==> src/rtl/decode_pkg.sv <==
// Shared decode definitions: opcodes, immediate/ALU-op encodings and the control bundle.
package decode_pkg;

    localparam logic [6:0] OP_LOAD   = 7'b0000011;
    localparam logic [6:0] OP_IMM    = 7'b0010011;
    localparam logic [6:0] OP_STORE  = 7'b0100011;
    localparam logic [6:0] OP_R      = 7'b0110011;
    localparam logic [6:0] OP_BRANCH = 7'b1100011;
    localparam logic [6:0] OP_JAL    = 7'b1101111;
    localparam logic [6:0] OP_JALR   = 7'b1100111;
    localparam logic [6:0] OP_LUI    = 7'b0110111;
    localparam logic [6:0] OP_AUIPC  = 7'b0010111;

    // 3'b111 is shared: U-type immediate, unsigned loads and unsigned branches.
    typedef enum logic [2:0] {
        IMM_I     = 3'b000,
        IMM_S     = 3'b001,
        IMM_B     = 3'b010,
        IMM_J     = 3'b100,
        IMM_SHAMT = 3'b101,
        IMM_R     = 3'b110,
        IMM_U     = 3'b111
    } imm_src_e;

    typedef enum logic [1:0] {
        ALU_ADD    = 2'b00,
        ALU_BRANCH = 2'b01,
        ALU_RTYPE  = 2'b10,
        ALU_PASS   = 2'b11
    } alu_op_e;

    typedef struct packed {
        logic       reg_wr_en;
        logic       mem_wr_en;
        imm_src_e   imm_src;
        logic       alu_src;
        logic       branch;
        logic       result_src;
        alu_op_e    alu_op;
        logic [3:0] byte_en;
        logic       alu_src_a_sel;
        logic       mul_div;
        logic       illegal;
    } ctrl_bundle_t;

    // An illegal encoding carries no side effects, only the illegal flag.
    function automatic ctrl_bundle_t illegal_bundle();
        ctrl_bundle_t b;
        b         = '0;
        b.illegal = 1'b1;
        return b;
    endfunction

endpackage

==> src/rtl/decode_logic.sv <==
// Combinational main decoder: instruction fields to control bundle.
module decode_logic
    import decode_pkg::*;
#(
    parameter int EN_M_EXT = 0
) (
    input  logic [6:0]   i_opcode,
    input  logic [2:0]   i_funct3,
    input  logic [6:0]   i_funct7,
    output ctrl_bundle_t o_ctrl
);

    ctrl_bundle_t w_ctrl;
    logic         w_bad;

    // Decode the opcode, then collapse any unsupported sub-encoding to the illegal bundle.
    always_comb begin
        w_ctrl = '0;
        w_bad  = 1'b0;
        case (i_opcode)
            OP_LOAD: begin
                w_ctrl.reg_wr_en  = 1'b1;
                w_ctrl.alu_src    = 1'b1;
                w_ctrl.result_src = 1'b1;
                case (i_funct3)
                    3'd0: w_ctrl.byte_en = 4'b0001;
                    3'd1: w_ctrl.byte_en = 4'b0011;
                    3'd2: w_ctrl.byte_en = 4'b1111;
                    3'd4: begin
                        w_ctrl.byte_en = 4'b0001;
                        w_ctrl.imm_src = IMM_U;
                    end
                    3'd5: begin
                        w_ctrl.byte_en = 4'b0011;
                        w_ctrl.imm_src = IMM_U;
                    end
                    default: w_bad = 1'b1;
                endcase
            end
            OP_IMM: begin
                w_ctrl.reg_wr_en = 1'b1;
                w_ctrl.alu_src   = 1'b1;
                if (i_funct3 == 3'b001 || i_funct3 == 3'b101)
                    w_ctrl.imm_src = IMM_SHAMT;
            end
            OP_STORE: begin
                w_ctrl.mem_wr_en  = 1'b1;
                w_ctrl.imm_src    = IMM_S;
                w_ctrl.alu_src    = 1'b1;
                w_ctrl.alu_op     = ALU_PASS;
                w_ctrl.result_src = 1'b1;
                case (i_funct3)
                    3'd0:    w_ctrl.byte_en = 4'b0001;
                    3'd1:    w_ctrl.byte_en = 4'b0011;
                    3'd2:    w_ctrl.byte_en = 4'b1111;
                    default: w_bad = 1'b1;
                endcase
            end
            OP_R: begin
                w_ctrl.reg_wr_en = 1'b1;
                w_ctrl.alu_op    = ALU_RTYPE;
                w_ctrl.imm_src   = IMM_R;
                if (i_funct7 == 7'b0000001) begin
                    if (EN_M_EXT != 0) w_ctrl.mul_div = 1'b1;
                    else               w_bad = 1'b1;
                end else if (i_funct7 != 7'b0000000 && i_funct7 != 7'b0100000) begin
                    w_bad = 1'b1;
                end
            end
            OP_BRANCH: begin
                w_ctrl.branch  = 1'b1;
                w_ctrl.alu_op  = ALU_BRANCH;
                w_ctrl.imm_src = (i_funct3[2:1] == 2'b11) ? IMM_U : IMM_B;
                if (i_funct3[2:1] == 2'b01) w_bad = 1'b1;
            end
            OP_JAL: begin
                w_ctrl.branch        = 1'b1;
                w_ctrl.imm_src       = IMM_J;
                w_ctrl.alu_src       = 1'b1;
                w_ctrl.reg_wr_en     = 1'b1;
                w_ctrl.result_src    = 1'b1;
                w_ctrl.alu_op        = ALU_PASS;
                w_ctrl.alu_src_a_sel = 1'b1;
            end
            OP_JALR: begin
                w_ctrl.branch     = 1'b1;
                w_ctrl.alu_src    = 1'b1;
                w_ctrl.reg_wr_en  = 1'b1;
                w_ctrl.result_src = 1'b1;
            end
            OP_LUI, OP_AUIPC: begin
                w_ctrl.alu_src       = 1'b1;
                w_ctrl.reg_wr_en     = 1'b1;
                w_ctrl.imm_src       = IMM_U;
                w_ctrl.alu_op        = ALU_PASS;
                w_ctrl.alu_src_a_sel = 1'b1;
            end
            default: w_bad = 1'b1;
        endcase
    end

    assign o_ctrl = w_bad ? illegal_bundle() : w_ctrl;

endmodule

==> src/rtl/decode_stage.sv <==
// Registered decode stage: decoder feeding a small skid FIFO with valid/ready on both sides.
module decode_stage
    import decode_pkg::*;
#(
    parameter int XLEN     = 32,
    parameter int DEPTH    = 2,
    parameter int EN_M_EXT = 0,
    parameter int CNT_W    = 16
) (
    input  logic             clk,
    input  logic             rst,
    input  logic             valid_i,
    output logic             ready_o,
    input  logic [XLEN-1:0]  instr_i,
    input  logic [XLEN-1:0]  pc_i,
    input  logic             flush_i,
    output logic             valid_o,
    input  logic             ready_i,
    output logic [XLEN-1:0]  instr_o,
    output logic [XLEN-1:0]  pc_o,
    output logic             reg_wr_en_o,
    output logic             mem_wr_en_o,
    output logic [2:0]       imm_src_o,
    output logic             alu_src_o,
    output logic             branch_o,
    output logic             result_src_o,
    output logic [1:0]       alu_op_o,
    output logic [3:0]       byte_en_o,
    output logic             alu_src_a_sel_o,
    output logic             mul_div_o,
    output logic             illegal_o,
    output logic [CNT_W-1:0] decoded_cnt_o,
    output logic [CNT_W-1:0] illegal_cnt_o
);

    localparam int               PTR_W    = (DEPTH > 1) ? $clog2(DEPTH) : 1;
    localparam logic [1:0]       DEPTH_C  = 2'(DEPTH);
    localparam logic [PTR_W-1:0] LAST_PTR = PTR_W'(DEPTH - 1);

    ctrl_bundle_t     r_ctrl  [0:DEPTH-1];
    logic [XLEN-1:0]  r_instr [0:DEPTH-1];
    logic [XLEN-1:0]  r_pc    [0:DEPTH-1];
    logic [PTR_W-1:0] r_wr_ptr;
    logic [PTR_W-1:0] r_rd_ptr;
    logic [1:0]       r_count;
    logic [CNT_W-1:0] r_decoded_cnt;
    logic [CNT_W-1:0] r_illegal_cnt;

    ctrl_bundle_t     w_dec;
    ctrl_bundle_t     w_head;
    logic             w_push;
    logic             w_pop;

    function automatic logic [PTR_W-1:0] next_ptr(input logic [PTR_W-1:0] p);
        return (p == LAST_PTR) ? '0 : p + 1'b1;
    endfunction

    decode_logic #(.EN_M_EXT(EN_M_EXT)) u_decode (
        .i_opcode (instr_i[6:0]),
        .i_funct3 (instr_i[14:12]),
        .i_funct7 (instr_i[31:25]),
        .o_ctrl   (w_dec)
    );

    // ready_o looks only at registered occupancy, so a full buffer cannot push-through on a pop.
    assign ready_o = (r_count < DEPTH_C);
    assign valid_o = (r_count != 2'd0);
    assign w_push  = valid_i & ready_o & ~flush_i;
    assign w_pop   = valid_o & ready_i & ~flush_i;

    // Payload storage; stale contents are harmless because the head is zero-gated.
    always_ff @(posedge clk) begin
        if (w_push) begin
            r_ctrl[r_wr_ptr]  <= w_dec;
            r_instr[r_wr_ptr] <= instr_i;
            r_pc[r_wr_ptr]    <= pc_i;
        end
    end

    // Pointer and occupancy tracking; reset wins over flush.
    always_ff @(posedge clk) begin
        if (rst || flush_i) begin
            r_wr_ptr <= '0;
            r_rd_ptr <= '0;
            r_count  <= 2'd0;
        end else begin
            if (w_push) r_wr_ptr <= next_ptr(r_wr_ptr);
            if (w_pop)  r_rd_ptr <= next_ptr(r_rd_ptr);
            case ({w_push, w_pop})
                2'b10:   r_count <= r_count + 2'd1;
                2'b01:   r_count <= r_count - 2'd1;
                default: r_count <= r_count;
            endcase
        end
    end

    // Saturating statistics; flush leaves them alone, only reset clears them.
    always_ff @(posedge clk) begin
        if (rst) begin
            r_decoded_cnt <= '0;
            r_illegal_cnt <= '0;
        end else if (w_push) begin
            if (r_decoded_cnt != '1) r_decoded_cnt <= r_decoded_cnt + 1'b1;
            if (w_dec.illegal && r_illegal_cnt != '1) r_illegal_cnt <= r_illegal_cnt + 1'b1;
        end
    end

    assign w_head  = valid_o ? r_ctrl[r_rd_ptr]  : '0;
    assign instr_o = valid_o ? r_instr[r_rd_ptr] : '0;
    assign pc_o    = valid_o ? r_pc[r_rd_ptr]    : '0;

    assign reg_wr_en_o     = w_head.reg_wr_en;
    assign mem_wr_en_o     = w_head.mem_wr_en;
    assign imm_src_o       = w_head.imm_src;
    assign alu_src_o       = w_head.alu_src;
    assign branch_o        = w_head.branch;
    assign result_src_o    = w_head.result_src;
    assign alu_op_o        = w_head.alu_op;
    assign byte_en_o       = w_head.byte_en;
    assign alu_src_a_sel_o = w_head.alu_src_a_sel;
    assign mul_div_o       = w_head.mul_div;
    assign illegal_o       = w_head.illegal;
    assign decoded_cnt_o   = r_decoded_cnt;
    assign illegal_cnt_o   = r_illegal_cnt;

endmodule

==> config.mk <==
export PLATFORM = sky130hd
export DESIGN_NAME = decode_stage
export DESIGN_NICKNAME = d
export VERILOG_FILES = /design/src/rtl/decode_pkg.sv /design/src/rtl/decode_logic.sv /design/src/rtl/decode_stage.sv
export SDC_FILE = /design/constraint.sdc
export NUM_CORES = 1
export LEC_CHECK = 0
export ABC_AREA = 1
export CAP_MARGIN = 0
export CORE_ASPECT_RATIO = 1.1
export CORE_MARGIN = 1
export CORE_UTILIZATION = 46
export CTS_CLUSTER_DIAMETER = 150
export CTS_CLUSTER_SIZE = 30
export DETAILED_ROUTE_END_ITERATION = 12
export PLACE_DENSITY = 0.73
export SKIP_LAST_GASP = 1
export SYNTH_ARGS = -nofsm -noshare
export SYNTH_HDL_FRONTEND = slang
export SYNTH_HIERARCHICAL = 1
export SYNTH_SLANG_ARGS = --single-unit
==> constraint.sdc <==
create_clock -name clk -period 5.85 [get_ports clk]
set_clock_uncertainty 0.05 [all_clocks]
set_input_delay 1.4625 -clock clk [delete_from_list [all_inputs] [get_ports clk]]
set_output_delay 1.4625 -clock clk [all_outputs]
set_load 0.05 [all_outputs]
==> reports/qor.yml, run 1 <==
outcome:
  run_status: "finished, final reports clean"
synth:
  synth_seq_area_share_pct: 64.5
  synth_nets: 954
  netlist_area_um2: 8690
  mean_cell_area_of_the_mapped_netlist_um2: 9.85
  ys_types: 34
  synthDominantAreaCellType: "sky130_fd_sc_hd__edfxtp_1"
  ys_top_cells_by_area: "sky130_fd_sc_hd__edfxtp_1 56%, sky130_fd_sc_hd__nand2_1 11%, sky130_fd_sc_hd__dfxtp_1 8.5%"
  synth.ff_latch_count: 199
  netlist_instances: 882
  yosysWarnings: 6
  synth.top_cell.area_share_pct: 56.0
placement:
  io_buffer_count: 183
  hpwl_um: 12800
  globalplace.congestion: 0.899
  post-place-ws_ns: 1.86
  dpl_cells: 1279
cts:
  clkSinkCount: 199
  post_cts.repair.setup_buffers: 0
  cts-root-buf: "sky130_fd_sc_hd__clkbuf_16"
  postCtsHoldBufs: 0
  cts_max_level: 4
  worst_skew_pair.late_latency_ns: 0.43
  cts_tree: "done"
  cts_buffer_depth: 2
  cts_inserted_buffers: 17
  post_cts_resized: 0
  path_clk_slew_ns: 0.07
worst_setup_path:
  path_delay_family: "buffers and inverters"
  timing.critical_path.buf_inv: 3
  cpMaxStageDelayCell: "sky130_fd_sc_hd__clkdlybuf4s50_1"
  crit_path_cell_trace: "inv_2 > buf_4 > nand2_1 > a21oi_1 > clkdlybuf4s50_1"
  worst_ep_required_time_ns: 4.34
  cp-start-kind: "flip-flop"
  critPathArrivalTime_ns: 2.86
  maximum_fanout_along_the_worst_path: 47
  crit_path_end_kind: "output pin"
  critical-path-max-stage-delay_ns: 0.83
  critical_path_class: "flip-flop to output pin"
  reg2reg_slack_ns: 3.53
sta:
  fmax_mhz: 229
  final.hold.worst_slack_ns: 0.432
  final_critical_path_setup_slack_ns: 1.47
  setup-violations-final: 0
  timing.final.max_slew_violations: 0
  finalHoldViolations: 0
  period_share_pct: 74.8
  final.min_clock_period_ns: 4.38
  grt_setup_unrepaired: "no"
  worstMarginPinSlew_ns: 1.11
  fin_setup_tns_ns: 0
  slew_headroom_pct: 26.2
route:
  drt-vias-per-instance: 4.97
  detail_route.first_pass.iterations: 4
  wl_per_cell_um: 14.9
  via_count: 6517
  drc_errors: 0
  number_of_antenna_violating_nets_in_the_routed_design: 0
  drt-total-wl_um: 19500
  drt-initial-drc-count: 416
pwr:
  power_density_nw_per_um2: 261
  power_frac_comb_pct: 9.1
  switchingPower_w: 0.000694
  pwr-share-seq_pct: 53.5
  p_clk_share_pct: 37.4
  sw_frac_of_total_pct: 23.6
  cell_internal_pwr_w: 0.00225
  p_leak_nw: 4.05
  ir_worst_vdd_uv: 180
layout:
  final_core_utilization_pct: 61.1
  ratio_of_cells_with_drive_above_1_in_the_final_layout_pct: 8.90
  final_net_count: 1127
  layout.cells.most_common_list: "261 x sky130_fd_sc_hd__nand2_1, 183 x sky130_fd_sc_hd__clkdlybuf4s50_1, 162 x sky130_fd_sc_hd__edfxtp_1, 107 x sky130_fd_sc_hd__nor2_1, 101 x sky130_fd_sc_hd__a21oi_1"
  final_cells: 1310
  insertedDiodeCount: 0
  most_common_library_cell_in_the_layout_ignoring_fill_and_taps: "sky130_fd_sc_hd__nand2_1"
  syn2layout_area_growth_pct: 30.0
hold_path:
  min_path_type: "flip-flop to flip-flop"
floorplanning:
  die_w_um: 133
  pin_count: 184
  floorplan.initialDensity_pct: 47.0
  placementRows: 52
  core_um2: 18500
  fp.dieArea_um2: 19400
  die_y_extent_um: 146
global_route:
  gr-usage-all-layers_pct: 20.7
  grt_first_pass_wirelength_um: 31300
  met1_usage_pct: 25.3
  grt.busiest_layer: "met2"
  global_route.usage.met3_pct: 4.44
  number_of_antenna_violations_at_the_first_check_in_global_routing: 0
  globalRouteOverflowTotal: 0
  grt_max_degree: 82
  vias_in_the_first_global_route: 6341
  use_met2_pct: 36.1
job:
  drv.max_cap_violation_count: 0
[area by class of cell]
class                   count  area (µm²)
multi-input cells         592        2720
fillers                  1561        7190
well taps                 243         304
clock buffers              17         425
clock inverters            14         128
flip-flops and latches    199        5610
repair buffers            190        1900
inverters                  55         206
[kinds of logic after synthesis]
| group | share of synthesized area, % |
|---|---|
| and+or+nand+nor | 23.8 |
| DFF | 64.5 |
| AOI/OAI and AO/OA | 6.55 |
| buffers and inverters | 4.39 |
| xor gates and xnor gates | 0.302 |
| adders and majority gates | 0.432 |
| other | 0.0432 |
[metal layers]
layer / wire (µm) / vias to the layer above
met1: 8170 / 3015
met4: 316 / 0
li1: - / 3283
met2: 9840 / 194
met3: 1210 / 25
met5: 0 / -
[power groups by stage]
stage,clock [W],combinational [W],sequential [W]
floorplan,0,0.000139,0.00162
CTS,0.00112,0.000270,0.00157
detailed placement,0,0.000269,0.00161
finish,0.00110,0.000267,0.00157
global placement,0,0.000266,0.00160
global route,0.00118,0.000286,0.00158
[synthesized netlist by cell type, drive strengths merged]
library cell	n
o21a	1
a21oi	101
o211ai	2
o21ai	7
edfxtp	162
buf	14
nor2	134
clkinv	1
nand4	3
inv	54
xor2	3
nand3b	2
conb	1
clkbuf	22
and3	1
dfxtp	37
nand3	48
ha	3
o22ai	1
nor3b	1
nand2	275
nor3	9
[worst paths after layout]
| path | cells past startpoint | startpoint | to |
|---|---|---|---|
| hold reg to reg | 2 | r_rd_ptr$_SDFFE_PP0P_ | flip-flop |
| setup / recovery | 5 | flip-flop | pc_o[21] |
| hold / removal | 2 | r_rd_ptr$_SDFFE_PP0P_ | flip-flop |
| setup reg to reg | 4 | r_count[1]$_SDFFE_PP0P_ | r_instr[0][25]$_DFFE_PP_ |
[registers in the layout, summed over array words and instances, names as in the netlist, named ones only]
signal and flops:
r_count 2, r_pc 64, decoded_cnt_o 16, r_wr_ptr 1, r_rd_ptr 1, r_instr 64
illegal_cnt_o 16, r_ctrl 34
[through the flow]
| stage | total power [W] | cell area (µm²) |
|---|---|---|
| after CTS | 0.00297 | 11300 |
| after floorplan | 0.00176 | 8690 |
| after detailed placement | 0.00187 | 10700 |
| final | 0.00294 | 11300 |
| after global routing | 0.00304 | 11300 |
| after global placement | 0.00187 | 10700 |
[tightest hold or removal path, cell delays in order (launching register included)]
cell and delay [ns]:
sky130_fd_sc_hd__dfxtp_1 0.30, sky130_fd_sc_hd__inv_1 0.08, sky130_fd_sc_hd__a21oi_1 0.06
(Power assumes the default switching activity.)
==> run 2, diff against run 1 <==
==> constraint.sdc (replaced) <==
create_clock -name clk -period 3.9 [get_ports clk]
set_clock_uncertainty 0.05 [all_clocks]
set_input_delay 0.975 -clock clk [delete_from_list [all_inputs] [get_ports clk]]
set_output_delay 0.975 -clock clk [all_outputs]
set_load 0.05 [all_outputs]
==> reports/qor.yml, run 2 (same netlist as run 1, synthesis figures left out) <==
pwr:
  p_leak_nw: 4.49  # +11%
  ir_worst_vdd_uv: 283  # +58%
  p_total_w: 0.00463  # +57%
  power_density_nw_per_um2: 380  # +46%
floorplanning:
  floorplan.initialDensity_pct: 47.0  # unchanged
  fp.dieArea_um2: 19400  # unchanged
  pin_count: 184  # unchanged
  die_w_um: 133  # unchanged
  core_um2: 18500  # unchanged
  die_y_extent_um: 146  # unchanged
  placementRows: 52  # unchanged
sta:
  timing.final.max_slew_violations: 0  # unchanged
  grt_setup_unrepaired: "no"
  fin_setup_tns_ns: 0  # unchanged
  worstMarginPinSlew_ns: 0.999  # -0.108 ns
  period_share_pct: 79.6
  final.min_clock_period_ns: 3.11
  fmax_mhz: 322
  setup-violations-final: 0  # unchanged
  slew_headroom_pct: 33.3  # +7.1 points
  finalHoldViolations: 0  # unchanged
cts:
  cts_inserted_buffers: 17  # unchanged
  cts_max_level: 4  # unchanged
  cts_tree: "done"
  cts-root-buf: "sky130_fd_sc_hd__clkbuf_16"
  path_clk_slew_ns: 0.07  # about the same
  postCtsHoldBufs: 0  # unchanged
  worst_skew_pair.late_latency_ns: 0.43  # about the same
  post_cts.repair.setup_buffers: 0  # unchanged
  clkSinkCount: 199  # unchanged
  cts_buffer_depth: 2  # unchanged
  post_cts_resized: 0  # unchanged
worst_setup_path:
  crit_path_end_kind: "output pin"
  critical_path_class: "flip-flop to output pin"
  maximum_fanout_along_the_worst_path: 81  # +72%
  critPathArrivalTime_ns: 2.08  # -0.78 ns
  worst_ep_required_time_ns: 2.87  # -1.47 ns
  cp-start-kind: "flip-flop"
global_route:
  number_of_antenna_violations_at_the_first_check_in_global_routing: 0  # unchanged
  globalRouteOverflowTotal: 0  # unchanged
  gr-usage-all-layers_pct: 21.1  # +0.34 points
  grt_first_pass_wirelength_um: 32000  # +2.5%
  vias_in_the_first_global_route: 6529  # +3.0%
  grt_max_degree: 82  # unchanged
layout:
  insertedDiodeCount: 0  # unchanged
  largest_registers: "r_instr (64), r_pc (64), r_ctrl (34)"
  final_net_count: 1128  # +0.089%
  syn2layout_area_growth_pct: 40.4
  most_common_library_cell_in_the_layout_ignoring_fill_and_taps: "sky130_fd_sc_hd__nand2_1"
  ratio_of_cells_with_drive_above_1_in_the_final_layout_pct: 16.8  # +7.9 points
  layout.cells.most_common_list: "261 x sky130_fd_sc_hd__nand2_1, 162 x sky130_fd_sc_hd__edfxtp_1, 107 x sky130_fd_sc_hd__nor2_1, 102 x sky130_fd_sc_hd__clkdlybuf4s50_1, 101 x sky130_fd_sc_hd__a21oi_1"
  final_cells: 1312  # +0.15%
route:
  drt-total-wl_um: 19800  # +1.5%
  detail_route.first_pass.iterations: 4  # unchanged
  number_of_antenna_violating_nets_in_the_routed_design: 0  # unchanged
  drt-vias-per-instance: 5.05  # +1.4%
  drc_errors: 0  # unchanged
  via_count: 6621  # +1.6%
  wl_per_cell_um: 15.1  # +1.3%
  drt-initial-drc-count: 265  # -36%
hold_path:
  min_path_type: "flip-flop to flip-flop"
placement:
  globalplace.congestion: 0.909  # +1.1%
  dpl_cells: 1280  # +0.078%
  io_buffer_count: 183  # unchanged
  hpwl_um: 13200  # +3.1%
job:
  drv.max_cap_violation_count: 0  # unchanged
outcome:
  run_status: "finished, final reports clean"
## run 2: layout make-up
cell class,instances,area [µm²]
clock inverter,15,196
timing repair buffer,191,2740
inverter,55,206
fill,1399,6280
clock buffer,17,425
sequential,199,5610
tap,243,304
multi-input combinational,592,2720
## run 2: worst paths after layout
kind	slack, ns	startpoint	depth (start not counted)	end
max	0.79	flip-flop	6	pc_o[2]
min reg2reg	0.43	r_rd_ptr$_SDFFE_PP0P_	2	flip-flop
max reg2reg	1.92	r_count[0]$_SDFFE_PP0P_	10	r_count[1]$_SDFFE_PP0P_
min	0.43	r_rd_ptr$_SDFFE_PP0P_	2	flip-flop
## run 2: through the flow
| step | area (µm²) | util (%) | hold WS (ns) | worst slack, ns |
|---|---|---|---|---|
| 3_3_place_gp | 11600 | 62.7 | 0.411 | 0.460 |
| 4_1_cts | 12200 | 66.0 | 0.434 | 0.808 |
| 5_1_grt | 12200 | 66.0 | 0.469 | 0.597 |
| 6_report | 12200 | 66.0 | 0.434 | 0.794 |
| 2_1_floorplan | 8700 | - | 0.403 | 0.865 |
| 3_5_place_dp | 11600 | 62.7 | 0.417 | 0.387 |
## run 2: critical path: stages, from the launching register on
cell	delay [ns]
sky130_fd_sc_hd__dfxtp_2	0.32
sky130_fd_sc_hd__buf_4	0.25
sky130_fd_sc_hd__inv_2	0.12
sky130_fd_sc_hd__buf_12	0.29
sky130_fd_sc_hd__nand2_1	0.09
sky130_fd_sc_hd__a21oi_1	0.30
sky130_fd_sc_hd__buf_12	0.18
## run 2: routing by layer
metal  up-vias  routed length, µm  global-route usage (%)
li1       3285                  -                       -
met1      3117               7980                    24.8
met2       186              10200                    37.2
met3        33               1220                    4.48
met4         0                455                    8.39
met5         -                  0                       0
## run 2: power breakdown
part / leakage, nW / internal [W] / switching, W
Clock: 0.292 / 0.00103 / 0.000785
Combinational: 2.37 / 0.000195 / 0.000267
Sequential: 1.82 / 0.00234 / 0.0000167
Total: 4.49 / 0.00357 / 0.00107
